<file path="src/rtl/controlador_rega.sv">
// Irrigation sequencing controller: fill, one irrigation cycle per request, timed cleaning, fault trap.
// Moore FSM. Every output is registered and decoded from the next state, so no input reaches an output combinationally.
module controlador_rega #(
    parameter int TW        = 16,
    parameter int T_REGA    = 200,
    parameter int T_LIMPEZA = 50,
    parameter int T_ENCH    = 1000
) (
    input  logic       clk,
    input  logic       rst_n,
    input  logic       nivel_baixo,
    input  logic       nivel_alto,
    input  logic       asp_req,
    input  logic       got_req,
    input  logic       reconhece,
    output logic       ve,
    output logic [1:0] rega,
    output logic       limpeza,
    output logic [1:0] mef1,
    output logic       erro,
    output logic [1:0] erro_cod
);

    typedef enum logic [2:0] {
        OCIOSO,
        ENCHENDO,
        REGANDO,
        LIMPANDO,
        ERRO
    } estado_t;

    localparam logic [TW-1:0] CNT_REGA    = TW'(T_REGA - 1);
    localparam logic [TW-1:0] CNT_LIMPEZA = TW'(T_LIMPEZA - 1);
    localparam logic [TW-1:0] CNT_ENCH    = TW'(T_ENCH - 1);

    localparam logic [1:0] COD_SENSOR  = 2'b01;
    localparam logic [1:0] COD_TIMEOUT = 2'b10;
    localparam logic [1:0] COD_DUPLO   = 2'b11;

    estado_t       estado_q, estado_d;
    logic [TW-1:0] cnt_q, cnt_d;
    logic [1:0]    modo_q, modo_d;
    logic [1:0]    erro_cod_q, erro_cod_d;
    logic          ve_q, ve_d;
    logic [1:0]    rega_q, rega_d;
    logic          limpeza_q, limpeza_d;
    logic [1:0]    mef1_q, mef1_d;
    logic          erro_q, erro_d;

    logic sensor_incoerente;
    assign sensor_incoerente = nivel_alto & ~nivel_baixo;

    always_comb begin
        // NOTE: every signal gets a default before the case so no path leaves it unassigned (no latch).
        estado_d   = estado_q;
        cnt_d      = cnt_q;
        modo_d     = modo_q;
        erro_cod_d = erro_cod_q;

        if (estado_q != ERRO && sensor_incoerente) begin
            estado_d   = ERRO;
            erro_cod_d = COD_SENSOR;
        end else begin
            unique case (estado_q)
                OCIOSO: begin
                    if (!nivel_baixo) begin
                        estado_d = ENCHENDO;
                        cnt_d    = CNT_ENCH;
                    end else if (asp_req && got_req) begin
                        estado_d   = ERRO;
                        erro_cod_d = COD_DUPLO;
                    end else if (asp_req || got_req) begin
                        estado_d = REGANDO;
                        modo_d   = {asp_req, got_req};
                        cnt_d    = CNT_REGA;
                    end
                end
                ENCHENDO: begin
                    if (nivel_alto) begin
                        estado_d = OCIOSO;
                    end else if (cnt_q == '0) begin
                        estado_d   = ERRO;
                        erro_cod_d = COD_TIMEOUT;
                    end else begin
                        cnt_d = cnt_q - TW'(1);
                    end
                end
                REGANDO: begin
                    // Losing the low level aborts irrigation outright; the pending cycle is dropped.
                    if (!nivel_baixo) begin
                        estado_d = ENCHENDO;
                        cnt_d    = CNT_ENCH;
                    end else if (cnt_q == '0) begin
                        estado_d = LIMPANDO;
                        cnt_d    = CNT_LIMPEZA;
                    end else begin
                        cnt_d = cnt_q - TW'(1);
                    end
                end
                LIMPANDO: begin
                    if (cnt_q == '0) begin
                        estado_d = OCIOSO;
                    end else begin
                        cnt_d = cnt_q - TW'(1);
                    end
                end
                ERRO: begin
                    if (reconhece && !sensor_incoerente) begin
                        estado_d   = OCIOSO;
                        erro_cod_d = 2'b00;
                    end
                end
                default: begin
                    estado_d   = OCIOSO;
                    erro_cod_d = 2'b00;
                end
            endcase
        end
    end

    // Outputs are decoded from the next state so the registered copy lines up with estado_q.
    always_comb begin
        ve_d      = 1'b0;
        rega_d    = 2'b00;
        limpeza_d = 1'b0;
        mef1_d    = 2'b00;
        erro_d    = 1'b0;
        unique case (estado_d)
            ENCHENDO: begin
                ve_d   = 1'b1;
                mef1_d = 2'b01;
            end
            REGANDO: begin
                rega_d = modo_d;
                mef1_d = 2'b11;
            end
            LIMPANDO: begin
                limpeza_d = 1'b1;
                mef1_d    = 2'b10;
            end
            ERRO:    erro_d = 1'b1;
            default: ;
        endcase
    end

    always_ff @(posedge clk or negedge rst_n) begin
        if (!rst_n) begin
            estado_q   <= OCIOSO;
            cnt_q      <= '0;
            modo_q     <= 2'b00;
            erro_cod_q <= 2'b00;
            ve_q       <= 1'b0;
            rega_q     <= 2'b00;
            limpeza_q  <= 1'b0;
            mef1_q     <= 2'b00;
            erro_q     <= 1'b0;
        end else begin
            // NOTE: non-blocking assignments so every flop samples the pre-edge values of the others.
            estado_q   <= estado_d;
            cnt_q      <= cnt_d;
            modo_q     <= modo_d;
            erro_cod_q <= erro_cod_d;
            ve_q       <= ve_d;
            rega_q     <= rega_d;
            limpeza_q  <= limpeza_d;
            mef1_q     <= mef1_d;
            erro_q     <= erro_d;
        end
    end

    assign ve       = ve_q;
    assign rega     = rega_q;
    assign limpeza  = limpeza_q;
    assign mef1     = mef1_q;
    assign erro     = erro_q;
    assign erro_cod = erro_cod_q;

endmodule

</file>
<file path="config.mk">
export PLATFORM = sky130hd
export DESIGN_NAME = controlador_rega
export DESIGN_NICKNAME = d
export VERILOG_FILES = /design/src/rtl/controlador_rega.sv
export SDC_FILE = /design/constraint.sdc
export NUM_CORES = 1
export LEC_CHECK = 0
export ABC_AREA = 1
export CAP_MARGIN = 20
export CORE_MARGIN = 4
export CORE_UTILIZATION = 62
export CTS_CLUSTER_SIZE = 28
export DETAILED_ROUTE_END_ITERATION = 6
export PLACE_DENSITY = 0.89
export REMOVE_ABC_BUFFERS = 1
export SLEW_MARGIN = 20
export SYNTH_ARGS = -nofsm -noshare
export SYNTH_HDL_FRONTEND = slang
export SYNTH_SLANG_ARGS = --single-unit
</file>
<file path="constraint.sdc">
create_clock -name clk -period 3.4 [get_ports clk]
set_clock_uncertainty 0.2 [all_clocks]
set_input_delay 0.34 -clock clk [delete_from_list [all_inputs] [get_ports clk]]
set_output_delay 0.34 -clock clk [all_outputs]
set_load 0.03 [all_outputs]
</file>
### After elaboration in Yosys (flattened, before gate mapping)

Cells that the tools add are included.

* bitwise logic cells: 3
* multiplexer cells: 36
* eq/ne operators: 18
* add/sub/neg operators: 1
* reductions and logical operators: 11

Operators with widths (count)
* 16-bit two-way mux: 7
* 16-bit one-hot mux with 4 select lines: 1
* 3-bit two-way mux: 10
* 2-bit two-way mux: 12
* 3-bit != test, second input constant: 8
* 16-bit zero test: 1
* 16-bit by 1-bit subtractor with 16-bit output, second input constant: 1
* 3-bit one-hot mux with 5 select lines: 1
* 3-bit by 2-bit equality test with 1-bit output, second input constant: 4
* 2-bit one-hot mux with 4 select lines: 1
* 3-bit by 1-bit equality test with 1-bit output, second input constant: 2
* 3-bit equality test, second input constant: 2
* 2-bit one-hot mux with 3 select lines: 1
* 6-bit AND reduction: 1
* 5-bit AND reduction: 1
* 4-bit nonzero test: 1
* 1-bit logical AND: 3
* 3-bit zero test: 1
* 1-bit two-way mux: 3
* 2-bit by 1-bit != test with 1-bit output, second input constant: 1
* 2-bit != test, second input constant: 1
* 1-bit inverter: 2
* 2-bit OR reduction: 1
* 1-bit bitwise AND: 1
* other kinds (2): 2

* register bits: 30
* output and inout bits: 9
* bits of input ports: 7

### Depth between registers and ports, before layout

Gate-level depths: netlist of run 1.

* depth in word-level cells: 9
* depth in mapped cells: 14
* depth with buffers taken out: 14

### Worst setup path before layout of run 1

No wires, ideal clock.

* path kind: flip-flop to flip-flop
* from: register cnt_q[0]
* to: register cnt_q[7]
* setup slack: 1489 ps
* path buffers: 1
* arrival: 1591 ps
* required time: 3080 ps
* cell stages (with the launch flop): 13
* cell sequence: dfrtp_1 -> inv_1 -> ha_1 -> inv_1 -> nor2_1 -> nand2_1 -> nor2_1 -> nand4_2 -> nand2_2 -> inv_2 -> buf_6 -> o21ai_1 -> nand2_1

* word-level cells in the longest chain between the ends: 4
* elaborated cells on any way between the ends: 7
* classes of those cells: 1 x add/sub; 5 x mux; 1 x reduce/logical

Ends and longest elaborated chain
* start: declaration: line 41 `logic [TW-1:0] cnt_q, cnt_d;`
* start signal: assignment: line 160 `cnt_q <= cnt_d;`
* 16-bit by 1-bit subtractor with 16-bit output / 16-bit zero test (equally long branches)
* 16-bit two-way mux (on tied branches): line 93, 81, 101
* 16-bit two-way mux (on tied branches): line 90, 79
* 16-bit one-hot mux with 4 select lines *: line 64 `unique case (estado_q)`

Mark *: on every way between the ends. The rest lies on a longest branch, timed or not. The select of a mux whose other input is x is not followed.
A chain may end at the register's enable or synchronous reset.

### Worst setup path in the final report of run 1

* from: register cnt_q[0]
* to: register cnt_q[9]

Same word-level chain as after synthesis.

==> results.tsv, run 1 <==
stage	metric	value	unit
cells_and_area	num-nets-final	319	
routing	drt_iter0_drc	117	
logic_synthesis	synth_edf_count	0	
critical_path	startpoint_type	register	
grt	grt.total_usage	24.33	%
timing	timing.final.crit_share	71.07	%
critical_path	cp_max_fo	16	
placed_design	placedCellCount	347	
power	p_leak	0.001103	µW
die	start_util	64.75	%
grt	grt_overflow_total	0	
routing	drtAntennaViolNets	0	
logic_synthesis	ys_types	30	
timing	timing.fmax	0.4138	GHz
die	die_y	64.24	µm
clock_tree	cts-root-buf	clkbuf_4	
die	pin_count	16	
clock_tree	clockBufferDepth	2	
timing	report.final.slew_viol_count	0	
grt	grt_pass1_wl	7.755	mm
logic_synthesis	synth_ff_type	dfrtp_1	
die	core_area	3028	µm²
die	die_area	4126	µm²
power	ir_drop	0.4480	mV
logic_synthesis	ys_warn_count	0	
routing	via_count	1839	
status	status	finished clean	
cells_and_area	fin_cells	353	
cells_and_area	syn_to_final_growth	11.93	%
logic_synthesis	synth_most_common_cell	nand2_1	
clock_tree	clkSinkCount	30	
routing	drc	0	
clock_tree	post_cts.repair.setup_buffers	0	
timing	hold_viol	0	
min_path	hold_path.class	in2async	
timing	rsz0062_at_grt	false	
logic_synthesis	synth_top_cell_area_share	38.29	%
logic_synthesis	synthArstFlopShare	100.0	%
logic_synthesis	synthTopCellsByCount	nand2_1 (78), nor2_1 (50), inv_1 (40)	
placed_design	dp.final_hpwl	3.587	mm
timing	worst_pin_slew	0.3704	ns
die	die_x	64.24	µm
timing	slew_headroom	75.30	%
logic_synthesis	ys_seq_area_share	38.29	%
placed_design	place.gp.congestion	1.009	
logic_synthesis	syn_area_per_cell	6.761	µm²
clock_tree	h-tree-depth	2	
cells_and_area	fill_cells	245	
clock_tree	insertion_delay	0.32	ns
die	rows	20	
logic_synthesis	synth_top_area_cell	dfrtp_1	
grt	antenna_found_initial	0	
routing	wire_per_inst	12.66	µm
logic_synthesis	ys_seq_elements	30	
logic_synthesis	postSynthCellCount	290	
routing	wl	4.468	mm
cells_and_area	drive_above_1_share	9.385	%
clock_tree	cts_resized	0	
clock_tree	cts_tree	done	
routing	drt_pre_antenna_iters	4	
critical_path	worstSetupPathType	reg2reg	
timing	fin_setup_tns	0	ns
grt	grt_pass1_vias	1723	
power	power	1642	µW
cells_and_area	diodes	0	
critical_path	crit_arrival	2.44	ns
clock_tree	cts_hold_buf	0	
timing	setup_viol	0	
timing	finalCriticalPeriod	2.416	ns
clock_tree	cts_made_buffers	5	
logic_synthesis	syn_area	1961	µm²
grt	grt_max_degree	31	
critical_path	endpoint_kind	register	
clock_tree	clkSlewWorstSetupHoldPaths	0.08	ns
placed_design	port_buffers	15	
critical_path	required	3.42	ns
power	power_density	748.2	nW/µm²
logic_synthesis	synth_area_leaders	dfrtp_1 (38%), nand2_1 (15%), nor2_1 (9.6%)	
run	maxCapViolations	0	
routing	vias_per_cell	5.210	
-- sequential cells by signal, summed over array words and instances (netlist names) --
signal	flops
cnt_q	16
erro	1
erro_cod	2
estado_q	3
limpeza	1
mef1	2
modo_q	2
rega	2
ve	1
-- placed cells by master (no fill, tap or decap), drive strengths merged --
cell,n
a21boi,1
a21oi,13
a31oi,2
and2,1
buf,1
clkbuf,6
clkdlybuf4s50,15
dfrtp,30
ha,2
inv,44
nand2,82
nand3,17
nand4,9
nor2,60
nor3,7
nor4,1
o211ai,2
o21a,1
o21ai,7
o21bai,1
o31ai,1
or2,3
xor2,3
-- per-stage QoR --
| stage | utilization [%] | setup slack, ns | cell area, µm² | hold WS, ns |
|---|---|---|---|---|
| CTS | 72.48 | 1.035 | 2195 | 0.2070 |
| finish | 72.48 | 0.9836 | 2195 | 0.1968 |
| global route | 72.48 | 0.8015 | 2195 | 0.2202 |
| detailed placement | 70.79 | 0.8296 | 2143 | 0.2581 |
| floorplan | - | 1.388 | 1931 | -0.1556 |
| global placement | 70.79 | 0.8899 | 2143 | 0.2578 |
-- critical path: stages (launching register included) --
cell	delay (ns)
dfrtp_1	0.40
inv_1	0.10
ha_1	0.20
inv_1	0.05
nor2_1	0.13
nand2_1	0.08
nor2_1	0.25
nand4_2	0.18
nand2_2	0.26
inv_2	0.18
o21ai_0	0.19
nand2_1	0.07
-- final timing paths --
check | startpoint | end | slack, ns | depth (start not counted)
worst max-delay path | cnt_q[0] | cnt_q[9] | 0.98 | 11
worst min-delay path | rst_n | cnt_q[12] | 0.20 | 2
worst max register to register | cnt_q[0] | cnt_q[9] | 0.98 | 11
worst min register to register | modo_q[1] | modo_q[1] | 0.27 | 2
max in group asynchronous | rst_n | erro_cod[1] | 2.53 | 2
min in group clk | modo_q[1] | modo_q[1] | 0.27 | 2
-- area by class of cell --
type / count / area, µm² / share of cell area (%)
inverter: 44 / 165.2 / 7.526
timing repair buffer: 16 / 157.7 / 7.184
sequential: 30 / 750.7 / 34.21
tap: 44 / 55.05 / 2.509
clock buffer: 6 / 51.30 / 2.338
multi-input combinational: 213 / 1015 / 46.24
-- kinds of logic (layout without fill, tap and decap cells) --
kind of cell / count (synthesis) / in the layout / synth area share (%)
AND/OR/NAND/NOR: 180 / 180 / 40.91
buffers and inverters: 47 / 66 / 9.955
AO/OA/AOI/OAI: 28 / 28 / 8.233
adder cells (fa/ha/maj): 2 / 2 / 1.276
XOR/XNOR: 3 / 3 / 1.340
flip-flops: 30 / 30 / 38.29
-- report_power, final --
part / switching [µW] / leakage [µW] / internal, µW
Combinational: 578 / 0.000701 / 296
Sequential: 91.9 / 0.000372 / 474
Clock: 109 / 0.0000302 / 92.9
-- per-layer routing --
metal	share of wire (%)	global-route usage, %	vias up
met5	0	0	-
met4	1.6	8.971	0
met3	7.4	5.448	8
met2	47	39.35	60
met1	44	31.83	819
li1	-	-	952
Power figures use the tool's default switching activity.
==> inputs of run 2 (changes only) <==
- CORE_UTILIZATION: 62 -> 58
- PLACE_DENSITY: 0.89 -> 0.85
- clock period: 3.4 -> 2.3 ns (I/O delays scaled with it)
==> run 2 against run 1 <==
  * Via count grew 2.7%
  * Global-route usage decreased by 1.2 points
  * Power up 60%
  * Critical path depth rose by 3
  * Critical path type unchanged
  * Largest power group unchanged
==> results.tsv, run 2 (synthesized netlist as in run 1, its figures left out) <==
stage	metric	value	unit	change
status	status	finished clean		
run	maxCapViolations	0		unchanged
cells_and_area	reg_top3	cnt_q: 16 flops, estado_q: 3 flops		
critical_path	cp_max_fo	7		-9
power	p_leak	0.001152	µW	+4.5%
timing	fin_ws	0.1702	ns	-0.8134 ns
grt	grt_pass1_vias	1744		+1.2%
timing	fin_setup_tns	0	ns	unchanged
die	start_util	62.18	%	-2.6 points
clock_tree	clockBufferDepth	2		unchanged
critical_path	crit_arrival	2.14	ns	-0.30 ns
critical_path	path_cells	inv_1 -> ha_1 -> inv_1 -> nor2_1 -> nand2_1 -> nor2_2 -> nand4_2 -> nand2_4 -> buf_4 -> nor2_4 -> nand2_1 -> nand2_1 -> nand2_1 -> nand2_1		
critical_path	cpMaxStageDelayCell	dfrtp_1		
placed_design	dp.final_hpwl	3.583	mm	-0.11%
critical_path	path_buf_inv	3		unchanged
cells_and_area	multiInputGateArea	1022	µm²	+0.74%
clock_tree	cts-root-buf	clkbuf_4		
die	rows	20		unchanged
routing	drt_iter0_drc	153		+31%
timing	report.final.slew_viol_count	0		unchanged
min_path	hold_path.class	in2async		
routing	drtAntennaViolNets	0		unchanged
grt	grt_pass1_wl	7.679	mm	-0.98%
routing	via_count	1889		+2.7%
cells_and_area	most-common-layout-cells	nand2_1 (78), nor2_1 (49), inv_1 (40)		
routing	wire_per_inst	12.55	µm	-0.84%
timing	hold_viol	0		unchanged
placed_design	preCtsSetupSlack	0.08473	ns	-0.7448 ns
critical_path	endpoint_kind	register		
die	core_area	3153	µm²	+4.1%
cells_and_area	layout_commonest_cell	nand2_1		
grt	grt_overflow_total	0		unchanged
cells_and_area	fill_cells	257		+4.9%
timing	slew_headroom	75.63	%	+0.33 points
cells_and_area	ff_latch_area	750.7	µm²	unchanged
cells_and_area	largest_reg_flops	16		unchanged
timing	timing.final.crit_share	92.60	%	+22 points
die	pin_count	16		unchanged
clock_tree	clkSlewWorstSetupHoldPaths	0.09	ns	about the same
cells_and_area	top_register	cnt_q		
placed_design	port_buffers	15		unchanged
routing	vias_per_cell	5.233		+0.44%
clock_tree	cts_made_buffers	5		unchanged
routing	drt_pre_antenna_iters	5		+1
clock_tree	clkSinkCount	30		unchanged
power	ir_drop	0.7352	mV	+64%
grt	antenna_found_initial	0		unchanged
cells_and_area	syn_to_final_growth	16.53	%	
routing	wl	4.531	mm	+1.4%
timing	setup_viol	0		unchanged
clock_tree	cts_tree	done		
power	power_density	1148	nW/µm²	+53%
die	die_y	66.14	µm	+3.0%
critical_path	worstSetupPathType	reg2reg		
timing	worst_pin_slew	0.3655	ns	-0.004926 ns
grt	grt_max_degree	31		unchanged
timing	hold-worst-slack	0.08834	ns	-0.1084 ns
cells_and_area	drive_above_1_share	11.99	%	+2.6 points
clock_tree	h-tree-depth	2		unchanged
timing	finalCriticalPeriod	2.130	ns	-0.2866 ns
critical_path	startpoint_type	register		
timing	rsz0062_at_grt	false		
critical_path	crit_family	simple AND/OR/NAND/NOR gates		
critical_path	cp_slowest_stage_delay	0.40	ns	about the same
cells_and_area	num-nets-final	326		+2.2%
grt	grt.total_usage	23.14	%	-1.2 points
critical_path	required	2.31	ns	-1.11 ns
die	die_area	4375	µm²	+6.0%
clock_tree	insertion_delay	0.33	ns	about the same
clock_tree	cts_hold_buf	0		unchanged
clock_tree	post_cts.repair.setup_buffers	0		unchanged
critical_path	path_common_cell	nand2_1		
routing	drc	0		unchanged
timing	timing.fmax	0.4695	GHz	+13%
placed_design	place.gp.congestion	0.9398		-6.9%
cells_and_area	diodes	0		unchanged
die	die_x	66.14	µm	+3.0%
==> run 2: layer usage <==
layer	part of all wire (%)	track usage, %	vias to the layer above
met5	0	0	-
met4	1.1	7.107	0
met3	6.3	5.612	8
met2	46	37.05	68
met1	46	30.78	852
li1	-	-	961
==> run 2: metrics by stage <==
step | util [%] | power (µW) | cell area (µm²) | instances
after CTS | 72.22 | 2607 | 2277 | 361
final | 72.46 | 2624 | 2285 | 361
after global routing | 72.46 | 2846 | 2285 | 361
after floorplan | - | 1746 | 1931 | 287
after detailed placement | 69.64 | 2172 | 2196 | 354
after global placement | 69.64 | 2138 | 2196 | 354
==> run 2: power breakdown <==
| part | internal, µW | total [µW] | switching, µW |
|---|---|---|---|
| Clock | 253 | 426 | 173 |
| Combinational | 475 | 1360 | 881 |
| Sequential | 701 | 841 | 140 |
==> run 2: timing repair <==
item	in CTS	in global routing
setup endpoints to repair	0	3
gates resized for setup	0	2
endpoints found under the hold margin	0	0
==> run 2: layout make-up <==
type / count / share of cell area, %
multi-input cells: 213 / 44.74
flip-flops and latches: 30 / 32.86
repair buffers: 23 / 9.200
inverters: 44 / 7.229
well taps: 44 / 2.410
clock buffers: 6 / 2.245
clock inverters: 1 / 1.314
==> run 2: path summary, 6_finish.rpt <==
check / from / end / slack (ns) / cells after the start
worst max-delay path: cnt_q[0] / cnt_q[9] / 0.17 / 14
worst max register to register: cnt_q[0] / cnt_q[9] / 0.17 / 14
min in group clk: modo_q[0] / modo_q[0] / 0.29 / 2
max in group asynchronous: rst_n / estado_q[2] / 1.54 / 2
worst min register to register: modo_q[0] / modo_q[0] / 0.29 / 2
worst min-delay path: rst_n / cnt_q[10] / 0.09 / 2
==> run 2: worst reg2reg max path, stage by stage, from the launching register on <==
cell and delay (ns):
dfrtp_1 0.40, inv_1 0.11, ha_1 0.19, inv_1 0.05, nor2_1 0.13, nand2_1 0.08, nor2_2 0.13, nand4_2 0.16
nand2_4 0.15, buf_4 0.16, nor2_4 0.04, nand2_1 0.05, nand2_1 0.04, nand2_1 0.06, nand2_1 0.06
==> inputs of run 3 (changes only) <==
- SKIP_LAST_GASP: default -> 1
==> results of run 3 <==
Same layout as run 2: the final DEF is identical, and so are final timing and power.
